[src/rtl/kbd_cmd_pkg.sv]
// Shared constants, parser state type and key decode for the keyboard command scheduler.
package kbd_cmd_pkg;

  localparam logic [2:0] CmdNone     = 3'd0;
  localparam logic [2:0] CmdLeft     = 3'd1;
  localparam logic [2:0] CmdRight    = 3'd2;
  localparam logic [2:0] CmdSoftDrop = 3'd3;
  localparam logic [2:0] CmdRotCw    = 3'd4;
  localparam logic [2:0] CmdHardDrop = 3'd5;
  localparam logic [2:0] CmdPause    = 3'd6;
  localparam logic [2:0] CmdRotCcw   = 3'd7;

  localparam logic [7:0] ScExt   = 8'hE0;
  localparam logic [7:0] ScBrk   = 8'hF0;
  localparam logic [7:0] ScLeft  = 8'h6B;
  localparam logic [7:0] ScRight = 8'h74;
  localparam logic [7:0] ScDown  = 8'h72;
  localparam logic [7:0] ScUp    = 8'h75;
  localparam logic [7:0] ScSpace = 8'h29;
  localparam logic [7:0] ScP     = 8'h4D;
  localparam logic [7:0] ScZ     = 8'h1A;

  localparam int unsigned FifoDepth = 4;

  typedef enum logic [1:0] {StIdle, StExt, StBrk, StExtBrk} parse_state_e;

  // Returns CmdNone for any unmapped (ext, scancode) pair.
  function automatic logic [2:0] map_key(input logic ext, input logic [7:0] sc);
    logic [2:0] code;
    code = CmdNone;
    if (ext) begin
      case (sc)
        ScLeft:  code = CmdLeft;
        ScRight: code = CmdRight;
        ScDown:  code = CmdSoftDrop;
        ScUp:    code = CmdRotCw;
        default: code = CmdNone;
      endcase
    end else begin
      case (sc)
        ScSpace: code = CmdHardDrop;
        ScP:     code = CmdPause;
        ScZ:     code = CmdRotCcw;
        default: code = CmdNone;
      endcase
    end
    return code;
  endfunction

  function automatic logic is_repeatable(input logic [2:0] code);
    return (code == CmdLeft) || (code == CmdRight) || (code == CmdSoftDrop);
  endfunction

endpackage

[src/rtl/kbd_cmd_scheduler_fifo.sv]
// Four-entry command FIFO; a push alongside a pop is accepted even when full.
module cmd_fifo
  import kbd_cmd_pkg::*;
(
  input  logic       clock,
  input  logic       resetn,
  input  logic       flush,
  input  logic       push,
  input  logic       pop,
  input  logic [2:0] wdata,
  output logic [2:0] rdata,
  output logic       full,
  output logic       empty
);

  logic [2:0] mem_q [FifoDepth];
  logic [1:0] wr_ptr_q, rd_ptr_q;
  logic [2:0] count_q;
  logic       do_push, do_pop;

  assign empty   = (count_q == 3'd0);
  assign full    = (count_q == 3'(FifoDepth));
  assign do_pop  = pop & ~empty;
  assign do_push = push & (~full | do_pop);
  assign rdata   = empty ? CmdNone : mem_q[rd_ptr_q];

  always_ff @(posedge clock or negedge resetn) begin
    if (!resetn) begin
      wr_ptr_q <= '0;
      rd_ptr_q <= '0;
      count_q  <= '0;
    end else if (flush) begin
      wr_ptr_q <= '0;
      rd_ptr_q <= '0;
      count_q  <= '0;
    end else begin
      if (do_push) wr_ptr_q <= wr_ptr_q + 2'd1;
      if (do_pop)  rd_ptr_q <= rd_ptr_q + 2'd1;
      case ({do_push, do_pop})
        2'b10:   count_q <= count_q + 3'd1;
        2'b01:   count_q <= count_q - 3'd1;
        default: count_q <= count_q;
      endcase
    end
  end

  always_ff @(posedge clock) begin
    if (do_push && !flush) mem_q[wr_ptr_q] <= wdata;
  end

endmodule

[src/rtl/kbd_cmd_scheduler.sv]
// PS/2 set-2 scancode parser producing Tetris commands, with typematic suppression,
// delayed auto-shift for movement keys and a small command queue.
module kbd_cmd_scheduler
  import kbd_cmd_pkg::*;
#(
  parameter int unsigned DAS_DELAY  = 8000000,
  parameter int unsigned ARR_PERIOD = 2500000,
  parameter int unsigned CNT_W      = 24
) (
  input  logic       clock,
  input  logic       resetn,
  input  logic       ps2_key_pressed,
  input  logic [7:0] ps2_key_data,
  input  logic       flush,
  input  logic       cmd_ready,
  output logic       cmd_valid,
  output logic [2:0] cmd_code,
  output logic [6:0] held_keys,
  output logic       overflow
);

  parse_state_e     state_q, state_d;
  logic [6:0]       held_q, held_d;
  logic             rpt_active_q, rpt_active_d;
  logic [2:0]       rpt_key_q, rpt_key_d;
  logic [CNT_W-1:0] cnt_q, cnt_d;
  logic             overflow_q, overflow_d;

  logic       is_make, is_brk, is_ext;
  logic [2:0] key, key_idx;
  logic       parser_push, rpt_fire, can_push, pop;
  logic       fifo_push, fifo_full, fifo_empty;
  logic [2:0] fifo_wdata;

  always_comb begin
    state_d = state_q;
    is_make = 1'b0;
    is_brk  = 1'b0;
    is_ext  = 1'b0;
    if (ps2_key_pressed) begin
      unique case (state_q)
        StIdle: begin
          if (ps2_key_data == ScExt)      state_d = StExt;
          else if (ps2_key_data == ScBrk) state_d = StBrk;
          else                            is_make = 1'b1;
        end
        StExt: begin
          if (ps2_key_data == ScBrk) begin
            state_d = StExtBrk;
          end else if (ps2_key_data != ScExt) begin
            is_make = 1'b1;
            is_ext  = 1'b1;
            state_d = StIdle;
          end
        end
        StBrk: begin
          is_brk  = 1'b1;
          state_d = StIdle;
        end
        StExtBrk: begin
          is_brk  = 1'b1;
          is_ext  = 1'b1;
          state_d = StIdle;
        end
        default: state_d = StIdle;
      endcase
    end
  end

  assign key         = map_key(is_ext, ps2_key_data);
  assign key_idx     = key - 3'd1;
  assign parser_push = is_make && (key != CmdNone) && !held_q[key_idx];
  assign pop         = cmd_valid & cmd_ready;
  assign can_push    = ~fifo_full | pop;

  always_comb begin
    held_d       = held_q;
    rpt_active_d = rpt_active_q;
    rpt_key_d    = rpt_key_q;
    cnt_d        = cnt_q;
    rpt_fire     = 1'b0;

    // A parser push takes the slot; the counter parks at zero and fires next cycle.
    if (rpt_active_q) begin
      if (cnt_q == '0) begin
        if (!parser_push) begin
          rpt_fire = 1'b1;
          cnt_d    = CNT_W'(ARR_PERIOD - 1);
        end
      end else begin
        cnt_d = cnt_q - 1'b1;
      end
    end

    if (parser_push) begin
      held_d[key_idx] = 1'b1;
      if (is_repeatable(key)) begin
        rpt_active_d = 1'b1;
        rpt_key_d    = key;
        cnt_d        = CNT_W'(DAS_DELAY - 1);
      end
    end else if (is_brk && (key != CmdNone)) begin
      held_d[key_idx] = 1'b0;
      if (rpt_active_q && (rpt_key_q == key)) rpt_active_d = 1'b0;
    end
  end

  assign fifo_push  = (parser_push | rpt_fire) & can_push;
  assign fifo_wdata = parser_push ? key : rpt_key_q;
  assign overflow_d = overflow_q | (parser_push & ~can_push);

  always_ff @(posedge clock or negedge resetn) begin
    if (!resetn) begin
      state_q      <= StIdle;
      held_q       <= '0;
      rpt_active_q <= 1'b0;
      rpt_key_q    <= CmdNone;
      cnt_q        <= '0;
      overflow_q   <= 1'b0;
    end else if (flush) begin
      state_q      <= StIdle;
      held_q       <= '0;
      rpt_active_q <= 1'b0;
      rpt_key_q    <= CmdNone;
      cnt_q        <= '0;
      overflow_q   <= 1'b0;
    end else begin
      state_q      <= state_d;
      held_q       <= held_d;
      rpt_active_q <= rpt_active_d;
      rpt_key_q    <= rpt_key_d;
      cnt_q        <= cnt_d;
      overflow_q   <= overflow_d;
    end
  end

  cmd_fifo u_fifo (
    .clock  (clock),
    .resetn (resetn),
    .flush  (flush),
    .push   (fifo_push),
    .pop    (pop),
    .wdata  (fifo_wdata),
    .rdata  (cmd_code),
    .full   (fifo_full),
    .empty  (fifo_empty)
  );

  assign cmd_valid = ~fifo_empty;
  assign held_keys = held_q;
  assign overflow  = overflow_q;

endmodule

[config.mk]
export PLATFORM = sky130hd
export DESIGN_NAME = kbd_cmd_scheduler
export DESIGN_NICKNAME = d
export VERILOG_FILES = /design/src/rtl/kbd_cmd_pkg.sv /design/src/rtl/kbd_cmd_scheduler_fifo.sv /design/src/rtl/kbd_cmd_scheduler.sv
export SDC_FILE = /design/constraint.sdc
export NUM_CORES = 1
export LEC_CHECK = 0
export ABC_CLOCK_PERIOD_IN_PS = 9300
export CORE_ASPECT_RATIO = 0.5
export CORE_MARGIN = 2
export CORE_UTILIZATION = 64
export DETAILED_ROUTE_END_ITERATION = 8
export GPL_TIMING_DRIVEN = 0
export PLACE_DENSITY = 0.85
export RECOVER_POWER = 50
export SLEW_MARGIN = 10
export SYNTH_ARGS = -nofsm -noshare
export SYNTH_HDL_FRONTEND = slang
export SYNTH_SLANG_ARGS = --single-unit
[constraint.sdc]
create_clock -name clock -period 9.3 [get_ports clock]
set_input_delay 1.86 -clock clock [delete_from_list [all_inputs] [get_ports clock]]
set_output_delay 1.86 -clock clock [all_outputs]
set_load 0.005 [all_outputs]
==> run_results.csv <==
group,metric,value,unit
place,gp_congestion,0.944,
pwr,peakVddDrop,0.0881,mV
yosys,synth_edf_count,12,
yosys,synth_nets,374,
worst_setup_path,worstSetupPathType,"in2reg",
yosys,synth_most_common_cell,"dfrtp_1",
clocking,clock-sinks,57,
pwr,power_switching,0.146,mW
yosys,avgSynthCellArea,10.1,µm²
worst_setup_path,rrSetupSlack,4.55,ns
yosys,async_reset_ff_frac,0.789,
sta,hold_ws,0.519,ns
sta,worst_pin_slew,1.57,ns
yosys,synth_top_cell_by_area,"dfrtp_1",
floorplanning,die_h,56.4,µm
clocking,cts.reportedPaths.clkPinSlew,0.07,ns
yosys,yosysUniqueCellTypes,65,
sta,grt_setup_unrepaired,"no",
yosys,yosysTopAreaCellShare,0.321,
clocking,cts_max_level,3,
clocking,cts_buffer_depth,2,
run,drv_cap,1,
sta,tns,0,ns
pwr,p_total,0.535,mW
clocking,postCtsHoldBufs,0,
drt,met2_length,3800,µm
sta,period_minus_slack,7.03,ns
drt,routed_wl,8180,µm
drt,via_per_inst,6.48,
clocking,cts_tree,"yes",
grt,grt_pass1_wl,13500,µm
pwr,power_density,135,mW/mm²
final_layout,synthToLayoutAreaGrowth,13.3,%
worst_setup_path,arrival,7.32,ns
yosys,synthCells,349,
yosys,synth_area_leaders,"dfrtp_1 (32%), edfxtp_1 (10%), ha_1 (3.9%)",
worst_setup_path,critPathCaptureType,"flip-flop",
floorplanning,die_w,109,µm
floorplanning,num_rows,18,
grt,grt_usage,0.290,
final_layout,diodes,0,
sta,relSlewSlack,-0.0448,
final_layout,nFillCells,351,
drt,routedLengthMet1,3600,µm
drt,ant_nets,0,
clocking,post_cts_resized,0,
pwr,pwr-share-clk,0.397,
pwr,switching_share,0.273,
hold_path,hp-class,"reg2reg",
worst_setup_path,critPathMaxFanout,7,
yosys,yosysSeqAreaShare,0.424,
place,dp_hpwl,5970,µm
outcome,outcome,"finished, violations left",
sta,min_period_over_period,0.756,
yosys,synth_flop_cell,"dfrtp_1",
sta,hold_violations,0,
drt,met3_length,666,µm
clocking,clkLatencyLatePin,0.35,ns
final_layout,drive_gt1_frac,0.124,
pwr,p_leak,1.68,nW
worst_setup_path,required,9.59,ns
grt,grt_max_degree,30,
drt,drc,0,
grt,antenna_found_initial,0,
clocking,cts_made_buffers,9,
outcome,violations,"capacitance limit, slew limit",
yosys,synth_seq_cells,57,
pwr,p_int,0.389,mW
sta,finalClockSkew,0.0105,ns
drt,drt_pass1_iterations,5,
sta,fmax,142,MHz
yosys,synthTopCellsByCount,"dfrtp_1 (45), nor2_1 (31), a21oi_1 (26)",
pwr,combPwrFrac,0.115,
worst_setup_path,startpoint_type,"input pin",
grt,grt.overflow.total,0,
floorplanning,ioPinCount,25,
floorplanning,core,0.00511,mm²
yosys,synth_area,0.00351,mm²
pwr,p_seq_frac,0.488,
sta,setup_viol,0,
place,port_buffers,22,
drt,top_layer,"met4",
final_layout,num-nets-final,408,
drt,vias,2967,
sta,maxSlewViolCount,30,
clocking,cts-root-buf,"clkbuf_8",
floorplanning,start_util,0.686,
drt,routedWlPerCell,17.9,µm
grt,first_global_vias,2831,
yosys,yosysWarnings,0,
clocking,postCtsSetupBuffers,0,
floorplanning,fp.dieArea,0.00613,mm²
drt,drtIter0Drc,207,
final_layout,fin_util,0.778,
routing by layer:
| metal | global-route usage | vias up |
|---|---|---|
| met5 | 0 | - |
| met2 | 0.457 | 124 |
| met1 | 0.394 | 1452 |
| met3 | 0.0976 | 22 |
| li1 | - | 1369 |
| met4 | 0.0623 | 0 |
power groups by stage:
stage               sequential (mW)  clock [mW]  combinational, mW
floorplan                     0.265           0             0.0375
global placement              0.266           0             0.0596
detailed placement            0.266           0             0.0636
CTS                           0.261       0.213             0.0642
global route                  0.262       0.225             0.0676
finish                        0.261       0.213             0.0614
layout make-up:
cell class / instances / area [µm²] / share of cell area
multi-input combinational: 265 / 1870 / 0.470
sequential: 57 / 1490 / 0.374
timing repair buffer: 23 / 218 / 0.0547
clock buffer: 10 / 138 / 0.0346
tap: 70 / 87.6 / 0.0220
inverter: 17 / 68.8 / 0.0173
buffer: 10 / 67.6 / 0.0170
clock inverter: 6 / 42.5 / 0.0107
stage by stage:
step / cell area [µm²] / setup WS (ns) / instances
2_1_floorplan: 3510 / 3.16 / 349
3_3_place_gp: 3820 / 2.29 / 441
3_5_place_dp: 3830 / 2.13 / 442
4_1_cts: 4010 / 2.48 / 458
5_1_grt: 3980 / 1.93 / 458
6_report: 3980 / 2.27 / 458
path summary, 6_finish.rpt:
check	from	to	cells past startpoint
max reg2reg	state_q[1]	u_fifo.count_q[2]	15
min	cnt_q[18]	cnt_q[18]	1
max	ps2_key_data[0]	u_fifo.count_q[2]	17
min in group asynchronous	resetn	held_keys[3]	1
min reg2reg	cnt_q[18]	cnt_q[18]	1
max in group asynchronous	resetn	state_q[1]	2
registers in the layout (all words and copies together), names as in the netlist:
register,flops
u_fifo.count_q,3
u_fifo.rd_ptr_q,2
held_keys,7
u_fifo.wr_ptr_q,2
rpt_key_q,3
cnt_q,24
rpt_active_q,1
state_q,2
u_fifo.mem_q,12
overflow,1
logic make-up (layout without fill, tap and decap cells):
logic type,count (synthesis),after routing,share of synthesized area
simple gates,144,144,0.235
flops,57,57,0.424
buf+inv,27,66,0.0389
mux,10,10,0.0463
fa+ha+maj,12,12,0.0449
compound gates,74,74,0.149
xor+xnor,25,25,0.0624
worst max-delay path, stage by stage:
cell	delay [ns]
dlygate4sd3_1	0.62
or4b_1	0.62
o31ai_1	0.52
o21ai_0	0.40
ha_1	0.48
inv_1	0.13
and3_1	0.16
nand4_1	0.08
nand3b_1	0.11
a211o_2	0.40
o31ai_4	0.40
nor2_1	0.12
fa_1	0.48
or4b_2	0.68
o21ai_0	0.09
a41oi_1	0.07
nand4_1	0.11
cell usage in the layout (no fill, tap or decap), types with 5 or more instances in the layout:
cell             Yosys  layout
nand3_1             16      16
nor2_1              31      31
clkbuf_8             0      10
nand2_1             22      22
xor2_1              11      11
clkdlybuf4s50_1      0       7
nand3b_1             5       5
edfxtp_1            12      12
xnor2_1             14      14
inv_1               15      15
or3_1                5       5
o21ai_0              8       8
and2_1               7       7
dlygate4sd3_1        0      14
dfrtp_1             45      45
nor3_1              13      13
a31oi_1              7       7
nand4_1              5       5
a21oi_1             26      26
ha_1                11      11
and3_1               6       6
a211oi_1             8       8
clkbuf_1             6       8
Power figures use the tool's default switching activity.
